`config.mk`:
```
export PLATFORM = sky130hd
export DESIGN_NAME = adc_spi_master_flat
export DESIGN_NICKNAME = d
export VERILOG_FILES = /design/src/rtl/adc_spi_master_pkg.sv /design/src/rtl/adc_spi_master_if.sv /design/src/rtl/adc_fmt.sv /design/src/rtl/adc_spi_master.sv /design/src/flat_wrapper.sv
export SDC_FILE = /design/constraint.sdc
export NUM_CORES = 1
export LEC_CHECK = 0
export CAP_MARGIN = 20
export CORE_MARGIN = 1.5
export CORE_UTILIZATION = 51
export CTS_BUF_LIST = sky130_fd_sc_hd__clkbuf_2
export CTS_CLUSTER_SIZE = 25
export DETAILED_ROUTE_END_ITERATION = 16
export GPL_ROUTABILITY_DRIVEN = 1
export PLACE_DENSITY = 0.78
export SLEW_MARGIN = 20
export SYNTH_ARGS = -nofsm -noshare
export SYNTH_HDL_FRONTEND = slang
export SYNTH_HIERARCHICAL = 1
export SYNTH_SLANG_ARGS = --single-unit
```
`constraint.sdc`:
```
create_clock -name clk -period 2 [get_ports clk]
set_input_delay 0.4 -clock clk [delete_from_list [all_inputs] [get_ports clk]]
set_output_delay 0.4 -clock clk [all_outputs]
set_load 0.01 [all_outputs]
```
`src/rtl/adc_spi_master_pkg.sv`:
```
// adc_spi_master_pkg: shared frame/resolution constants and FSM encoding
package adc_spi_master_pkg;
    localparam int ANCHO          = 16;
    localparam int RESOLUCION     = 12;
    localparam int FRAME_BITS_DEF = ANCHO;
    localparam int RES_BITS_DEF   = RESOLUCION;
    localparam int PAD_BITS_DEF   = 2;
    localparam int OUT_W_DEF      = 16;
    typedef enum logic [1:0] {
        ST_IDLE  = 2'd0,
        ST_SETUP = 2'd1,
        ST_SHIFT = 2'd2,
        ST_QUIET = 2'd3
    } state_e;
endpackage

```
`src/rtl/adc_spi_master_if.sv`:
```
// adc_spi_master_if: ADC pins plus the sample handshake towards the consumer
interface adc_spi_master_if #(
    parameter int OUT_W = adc_spi_master_pkg::OUT_W_DEF
);
    logic             start;
    logic             cont;
    logic             sdata;
    logic             cs_n;
    logic             sclk;
    logic             busy;
    logic [OUT_W-1:0] data_out;
    logic             data_valid;
    logic             data_ready;
    logic             overrun;
    modport master (
        input  start, cont, sdata, data_ready,
        output cs_n, sclk, busy, data_out, data_valid, overrun
    );
    modport slave (
        output start, cont, sdata, data_ready,
        input  cs_n, sclk, busy, data_out, data_valid, overrun
    );
endinterface

```
`src/rtl/adc_fmt.sv`:
```
// adc_fmt: raw ADC code to sign-extended, zero-padded output word
module adc_fmt
    import adc_spi_master_pkg::*;
#(
    parameter int RES_BITS   = RES_BITS_DEF,
    parameter int PAD_BITS   = PAD_BITS_DEF,
    parameter int OUT_W      = OUT_W_DEF,
    parameter bit OFFSET_BIN = 1'b1
) (
    input  logic [RES_BITS-1:0] raw,
    output logic [OUT_W-1:0]    data
);
    logic signed [RES_BITS-1:0] code;
    assign code = {raw[RES_BITS-1] ^ OFFSET_BIN, raw[RES_BITS-2:0]};
    // widening a signed value sign-extends; the shift pushes the surplus sign bits out
    assign data = OUT_W'(code) << PAD_BITS;
endmodule

```
`src/rtl/adc_spi_master.sv`:
```
// adc_spi_master: frames the ADC over SPI and presents formatted samples with a valid/ready handshake
module adc_spi_master
    import adc_spi_master_pkg::*;
#(
    parameter int FRAME_BITS = FRAME_BITS_DEF,
    parameter int RES_BITS   = RES_BITS_DEF,
    parameter int PAD_BITS   = PAD_BITS_DEF,
    parameter int OUT_W      = OUT_W_DEF,
    parameter int CLK_DIV    = 4,
    parameter int T_QUIET    = 4,
    parameter bit OFFSET_BIN = 1'b1
) (
    input logic              clk,
    input logic              reset,
    adc_spi_master_if.master bus
);
    localparam int CNT_W = $clog2(FRAME_BITS + 1);
    localparam int TMR_W = $clog2((CLK_DIV > T_QUIET ? CLK_DIV : T_QUIET) + 1);

    state_e              state_q, state_d;
    logic [TMR_W-1:0]    tmr_q, tmr_d;
    logic [CNT_W-1:0]    bit_q, bit_d;
    logic [RES_BITS-1:0] shift_q, shift_d;
    logic [OUT_W-1:0]    dout_q, dout_d, fmt_out;
    logic                sclk_q, sclk_d, valid_q, valid_d, ovr_q, ovr_d;
    logic                div_end, quiet_end, last_bit, done;

    assign div_end   = tmr_q == TMR_W'(CLK_DIV - 1);
    assign quiet_end = tmr_q == TMR_W'(T_QUIET - 1);
    assign last_bit  = bit_q == CNT_W'(FRAME_BITS - 1);
    // frame ends after the final high half-period of sclk
    assign done      = state_q == ST_SHIFT && div_end && sclk_q && last_bit;

    adc_fmt #(
        .RES_BITS  (RES_BITS),
        .PAD_BITS  (PAD_BITS),
        .OUT_W     (OUT_W),
        .OFFSET_BIN(OFFSET_BIN)
    ) u_fmt (
        .raw (shift_q),
        .data(fmt_out)
    );

    always_comb begin
        state_d = state_q;
        tmr_d   = tmr_q + 1'b1;
        bit_d   = bit_q;
        shift_d = shift_q;
        sclk_d  = sclk_q;
        case (state_q)
            ST_IDLE: begin
                tmr_d  = '0;
                sclk_d = 1'b1;
                if (bus.start || bus.cont) begin
                    state_d = ST_SETUP;
                    bit_d   = '0;
                    shift_d = '0;
                end
            end
            ST_SETUP: if (div_end) begin
                state_d = ST_SHIFT;
                tmr_d   = '0;
                sclk_d  = 1'b0;
            end
            ST_SHIFT: if (div_end) begin
                tmr_d = '0;
                if (!sclk_q) begin
                    sclk_d  = 1'b1;
                    shift_d = {shift_q[RES_BITS-2:0], bus.sdata};
                end else if (last_bit) begin
                    state_d = ST_QUIET;
                end else begin
                    sclk_d = 1'b0;
                    bit_d  = bit_q + 1'b1;
                end
            end
            ST_QUIET: if (quiet_end) begin
                state_d = bus.cont ? ST_SETUP : ST_IDLE;
                tmr_d   = '0;
                bit_d   = '0;
                shift_d = '0;
            end
            default: state_d = ST_IDLE;
        endcase
        dout_d  = done ? fmt_out : dout_q;
        valid_d = done | (valid_q & ~bus.data_ready);
        ovr_d   = done & valid_q & ~bus.data_ready;
    end

    always_ff @(posedge clk or posedge reset) begin
        if (reset) begin
            state_q <= ST_IDLE;
            tmr_q   <= '0;
            bit_q   <= '0;
            shift_q <= '0;
            sclk_q  <= 1'b1;
            dout_q  <= '0;
            valid_q <= 1'b0;
            ovr_q   <= 1'b0;
        end else begin
            state_q <= state_d;
            tmr_q   <= tmr_d;
            bit_q   <= bit_d;
            shift_q <= shift_d;
            sclk_q  <= sclk_d;
            dout_q  <= dout_d;
            valid_q <= valid_d;
            ovr_q   <= ovr_d;
        end
    end

    assign bus.cs_n       = !(state_q == ST_SETUP || state_q == ST_SHIFT);
    assign bus.sclk       = sclk_q;
    assign bus.busy       = state_q != ST_IDLE;
    assign bus.data_out   = dout_q;
    assign bus.data_valid = valid_q;
    assign bus.overrun    = ovr_q;
endmodule

```
`src/flat_wrapper.sv`:
```
// flat-port wrapper written by rule: the top's interface ports become plain ports
module adc_spi_master_flat import adc_spi_master_pkg::*;
#(
    parameter int FRAME_BITS = FRAME_BITS_DEF,
    parameter int RES_BITS   = RES_BITS_DEF,
    parameter int PAD_BITS   = PAD_BITS_DEF,
    parameter int OUT_W      = OUT_W_DEF,
    parameter int CLK_DIV    = 4,
    parameter int T_QUIET    = 4,
    parameter bit OFFSET_BIN = 1'b1
)
  (clk, reset, bus_start, bus_cont, bus_sdata, bus_data_ready, bus_cs_n, bus_sclk, bus_busy, bus_data_out, bus_data_valid, bus_overrun);
  adc_spi_master_if #(.OUT_W(OUT_W)) bus_i ();
  input logic clk;
  input logic reset;
  input wire logic [$bits(bus_i.start)-1:0] bus_start;
  input wire logic [$bits(bus_i.cont)-1:0] bus_cont;
  input wire logic [$bits(bus_i.sdata)-1:0] bus_sdata;
  input wire logic [$bits(bus_i.data_ready)-1:0] bus_data_ready;
  output wire logic [$bits(bus_i.cs_n)-1:0] bus_cs_n;
  output wire logic [$bits(bus_i.sclk)-1:0] bus_sclk;
  output wire logic [$bits(bus_i.busy)-1:0] bus_busy;
  output wire logic [$bits(bus_i.data_out)-1:0] bus_data_out;
  output wire logic [$bits(bus_i.data_valid)-1:0] bus_data_valid;
  output wire logic [$bits(bus_i.overrun)-1:0] bus_overrun;
  assign bus_i.start = bus_start;
  assign bus_i.cont = bus_cont;
  assign bus_i.sdata = bus_sdata;
  assign bus_i.data_ready = bus_data_ready;
  assign bus_cs_n = bus_i.cs_n;
  assign bus_sclk = bus_i.sclk;
  assign bus_busy = bus_i.busy;
  assign bus_data_out = bus_i.data_out;
  assign bus_data_valid = bus_i.data_valid;
  assign bus_overrun = bus_i.overrun;
  adc_spi_master #(.FRAME_BITS(FRAME_BITS), .RES_BITS(RES_BITS), .PAD_BITS(PAD_BITS), .OUT_W(OUT_W), .CLK_DIV(CLK_DIV), .T_QUIET(T_QUIET), .OFFSET_BIN(OFFSET_BIN)) u_core (.clk(clk), .reset(reset), .bus(bus_i));
endmodule
```
==> results of run 1 <==
## cell families (layout without fill, tap and decap cells)
group	after synthesis	after routing	share of synthesized area
flops	41	41	0.539
buf+inv	28	55	0.0913
compound gates	24	24	0.103
simple gates	41	41	0.118
fa+ha+maj	7	7	0.0460
mux	17	17	0.0999
other cells	1	2	0.00197
## routing by layer
| metal | vias up | wire length, um | track usage |
|---|---|---|---|
| li1 | 598 | - | - |
| met1 | 640 | 1430 | 0.218 |
| met2 | 31 | 1850 | 0.322 |
| met3 | 2 | 131 | 0.0599 |
| met4 | 0 | 23 | 0.0824 |
| met5 | - | 0 | 0 |
## cell type report
type | count | area, um^2
fill | 302 | 1330
sequential | 41 | 1030
clock buffer | 5 | 25.0
clock inverter | 2 | 35.0
inverter | 7 | 26.3
multi-input combinational | 91 | 748
timing repair buffer | 41 | 383
tap | 48 | 60.1
## cell usage in the layout (no fill, tap or decap), drive strengths merged, types with 2 or more instances in the layout
| master | n |
|---|---|
| dfrtp | 40 |
| clkdlybuf4s50 | 24 |
| mux2 | 16 |
| nand2 | 15 |
| buf | 15 |
| a22o | 12 |
| inv | 7 |
| ha | 7 |
| nand3 | 6 |
| clkbuf | 5 |
| o21ai | 4 |
| nor2 | 4 |
| nor3 | 3 |
| o221ai | 3 |
| nand2b | 3 |
| dlygate4sd2 | 2 |
| nand3b | 2 |
| or4b | 2 |
| conb | 2 |
| and3 | 2 |
## power by group through the flow
stage / logic [uW] / registers (uW) / clock network, uW
after detailed placement: 766 / 978 / 0
after CTS: 875 / 934 / 470
after floorplan: 545 / 971 / 0
after global placement: 726 / 970 / 0
final: 899 / 943 / 455
after global routing: 1000 / 948 / 508
## tightest hold or removal path: cells and delay by family
kind | cells | cell delay (ps)
buf+inv | 3 | 870
## per-stage QoR
| stage | TNS [ps] | instances | instance area, um^2 | utilization | hold WS, ps |
|---|---|---|---|---|---|
| 2_1_floorplan | -20.6 | 160 | 1940 | - | 415 |
| 3_3_place_gp | -540 | 222 | 2180 | 0.600 | 426 |
| 3_5_place_dp | -906 | 222 | 2180 | 0.600 | 445 |
| 4_1_cts | -11.0 | 235 | 2300 | 0.633 | 409 |
| 5_1_grt | -78.8 | 235 | 2300 | 0.634 | 408 |
| 6_report | -29.6 | 235 | 2300 | 0.634 | 404 |
## flip-flops by register name, indices dropped and copies added, names as in the netlist
signal	flops
u_core/bus.data_valid	1
u_core/shift_q	12
u_core/state_q	2
u_core/bus.overrun	1
u_core/bit_q	5
u_core/bus.sclk	1
u_core/bus.data_out	16
u_core/tmr_q	3
## synth_stat cells, drive strengths merged
cell      n
nor3      3
a221o     1
and4bb    1
buf      18
nand2    15
nand3b    2
a22o     12
a2bb2oi   1
dfrtp    40
mux2     16
nand4     1
conb      1
o21ai     4
nor2b     1
o2bb2a    1
nor2      4
clkbuf    3
nand2b    3
o221ai    3
inv       7
dfstp     1
a41oi     1
nand3     6
ha        7
a22oi     1
and3      2
nor3b     1
mux2i     1
or4b      2
## repair_timing
item | in CTS | in global routing
gates cloned | 0 | 0
buffers inserted | 6 | 0
resized for setup | 5 | 4
setup endpoints to repair | 5 | 17
pin swaps | 1 | 0
## worst max path at each step
stage | start | cells past startpoint | to | slack [ps]
3_5_place_dp | u_core/bit_q[1] | 7 | u_core/bit_q[3] | -110
6_report | u_core/bit_q[1] | 7 | u_core/bit_q[3] | -30
5_1_grt | u_core/bit_q[1] | 7 | u_core/bit_q[3] | -80
3_3_place_gp | bus_cont | 5 | u_core/shift_q[0] | -50
4_1_cts | u_core/bit_q[1] | 7 | u_core/bit_q[3] | -10
2_1_floorplan | u_core/bit_q[1] | 8 | u_core/bit_q[3] | -20
==> qor.yml, run 1 <==
outcome:
  outcome: "complete, but fails checks"
  violations: "negative setup slack"
logic_synthesis:
  synth_cells: 159
  ys_warn_count: 6
  synth_area_um2: 1900
  synth-seq-cells: 41
  yosys.area.top_type_share: 0.526
  ys_seq_area_frac: 0.539
  synth_area_leaders: "dfrtp_1 53%, mux2_2 9.5%, buf_4 6.3%"
  synth_cell_types: 33
  avgSynthCellArea_um2: 12.0
  post-synth-top-area-cell: "dfrtp_1"
detailed_routing:
  wl_per_cell_um: 14.6
  wl_mm: 3.43
  routed_via_density: 5.41
  dr.pass1.iters: 4
  drcViolationCount: 0
  dr_total_vias: 1271
  drt_iter0_markers: 89
  ant_nets: 0
placement:
  place.gp.congestion: 0.807
  pre_cts_ws_ps: -108
  port_buffers: 26
  dp_hpwl_mm: 2.34
clock_network:
  cts_made_buffers: 5
  root_buffer: "clkbuf_2"
  clockBufferDepth: 2
  cts_tree: "done"
  clk_pin_slew_ps: 190
  clock_latency_ps: 380
  h-tree-depth: 2
  cts_num_sinks: 41
  holdBufCountCts: 0
sta:
  rsz0062_at_grt: "yes"
  setup_violations: 1
  fin_crit_sh: 1.01
  fin_crit_ps: 2030
  layout_setup_ws_ps: -29.6
  final-hold-violation-count: 0
  finClkSkew_ps: 11.4
  max_freq_mhz: 493
  drv_slew: 0
critical_path:
  r2r-end: "u_core/bit_q[3]"
  cp.buffers_inverters: 0
  worstPathCellList: "ha_2 > and3_4 > ha_4 > and4bb_4 > nand4_1 > or4b_1 > nand3_1"
  startpoint_type: "flop"
  crit_required_ps: 2340
  critPathArrivalTime_ps: 2370
  r2r_slack_ps: -30
  slowest_delay_ps: 530
  crit_slowest_cell: "or4b_1"
  rr_worst_depth: 7
  critPathTopFamily: "simple AND/OR/NAND/NOR gates"
  crit_type: "reg -> reg"
  path_max_fanout: 4
  r2r-start: "u_core/bit_q[1]"
  cp-end-kind: "flop"
grt:
  grtUsageTotal: 0.189
  grt_pass1_vias: 1346
  grt_overflow: 0
  grt_pass1_wl_mm: 5.95
  grt_max_degree: 42
  antenna_found_initial: 0
die:
  core_um2: 3630
  die_h_um: 64.1
  die_w_um: 64.1
  io_pins: 27
  dieArea_um2: 4110
  num_rows: 22
  start_util: 0.524
pwr:
  seqPwrFrac: 0.411
  clkPwrFrac: 0.198
  comb_power_share: 0.391
  pwr_density_cell_nw_per_um2: 997
  vdd_drop_max_mv: 0.711
  leakage_uw: 0.00108
  fin_total_pwr_uw: 2300
  swShare: 0.343
  p_int_uw: 1510
  p_sw_uw: 787
finish:
  final_layout_size_suffix_gt1_frac: 0.267
  num_antenna_cells: 0
  area_growth_pct: 21.0
  nets: 200
worst_hold_path:
  hp-class: "in -> async"
flow_run:
  drv_cap: 0
Note: power is estimated with default switching activity, not from simulation.
==> run 2, diff against run 1 <==
--- a/config.mk
+++ b/config.mk
@@ -9,9 +9,9 @@
 export CORE_MARGIN = 1.5
 export CORE_UTILIZATION = 51
 export CTS_BUF_LIST = sky130_fd_sc_hd__clkbuf_2
+export CTS_CLUSTER_DIAMETER = 80
 export CTS_CLUSTER_SIZE = 25
 export DETAILED_ROUTE_END_ITERATION = 16
-export GPL_ROUTABILITY_DRIVEN = 1
 export PLACE_DENSITY = 0.78
 export SLEW_MARGIN = 20
 export SYNTH_ARGS = -nofsm -noshare
==> results of run 2 <==
Final layout, timing and power as in run 1 (identical DEF).
==> run 3, diff against run 2 <==
--- a/config.mk
+++ b/config.mk
@@ -12,6 +12,7 @@
 export CTS_CLUSTER_DIAMETER = 80
 export CTS_CLUSTER_SIZE = 25
 export DETAILED_ROUTE_END_ITERATION = 16
+export GPL_ROUTABILITY_DRIVEN = 0
 export PLACE_DENSITY = 0.78
 export SLEW_MARGIN = 20
 export SYNTH_ARGS = -nofsm -noshare
==> results of run 3 <==
Final layout, timing and power as in run 1 (identical DEF).
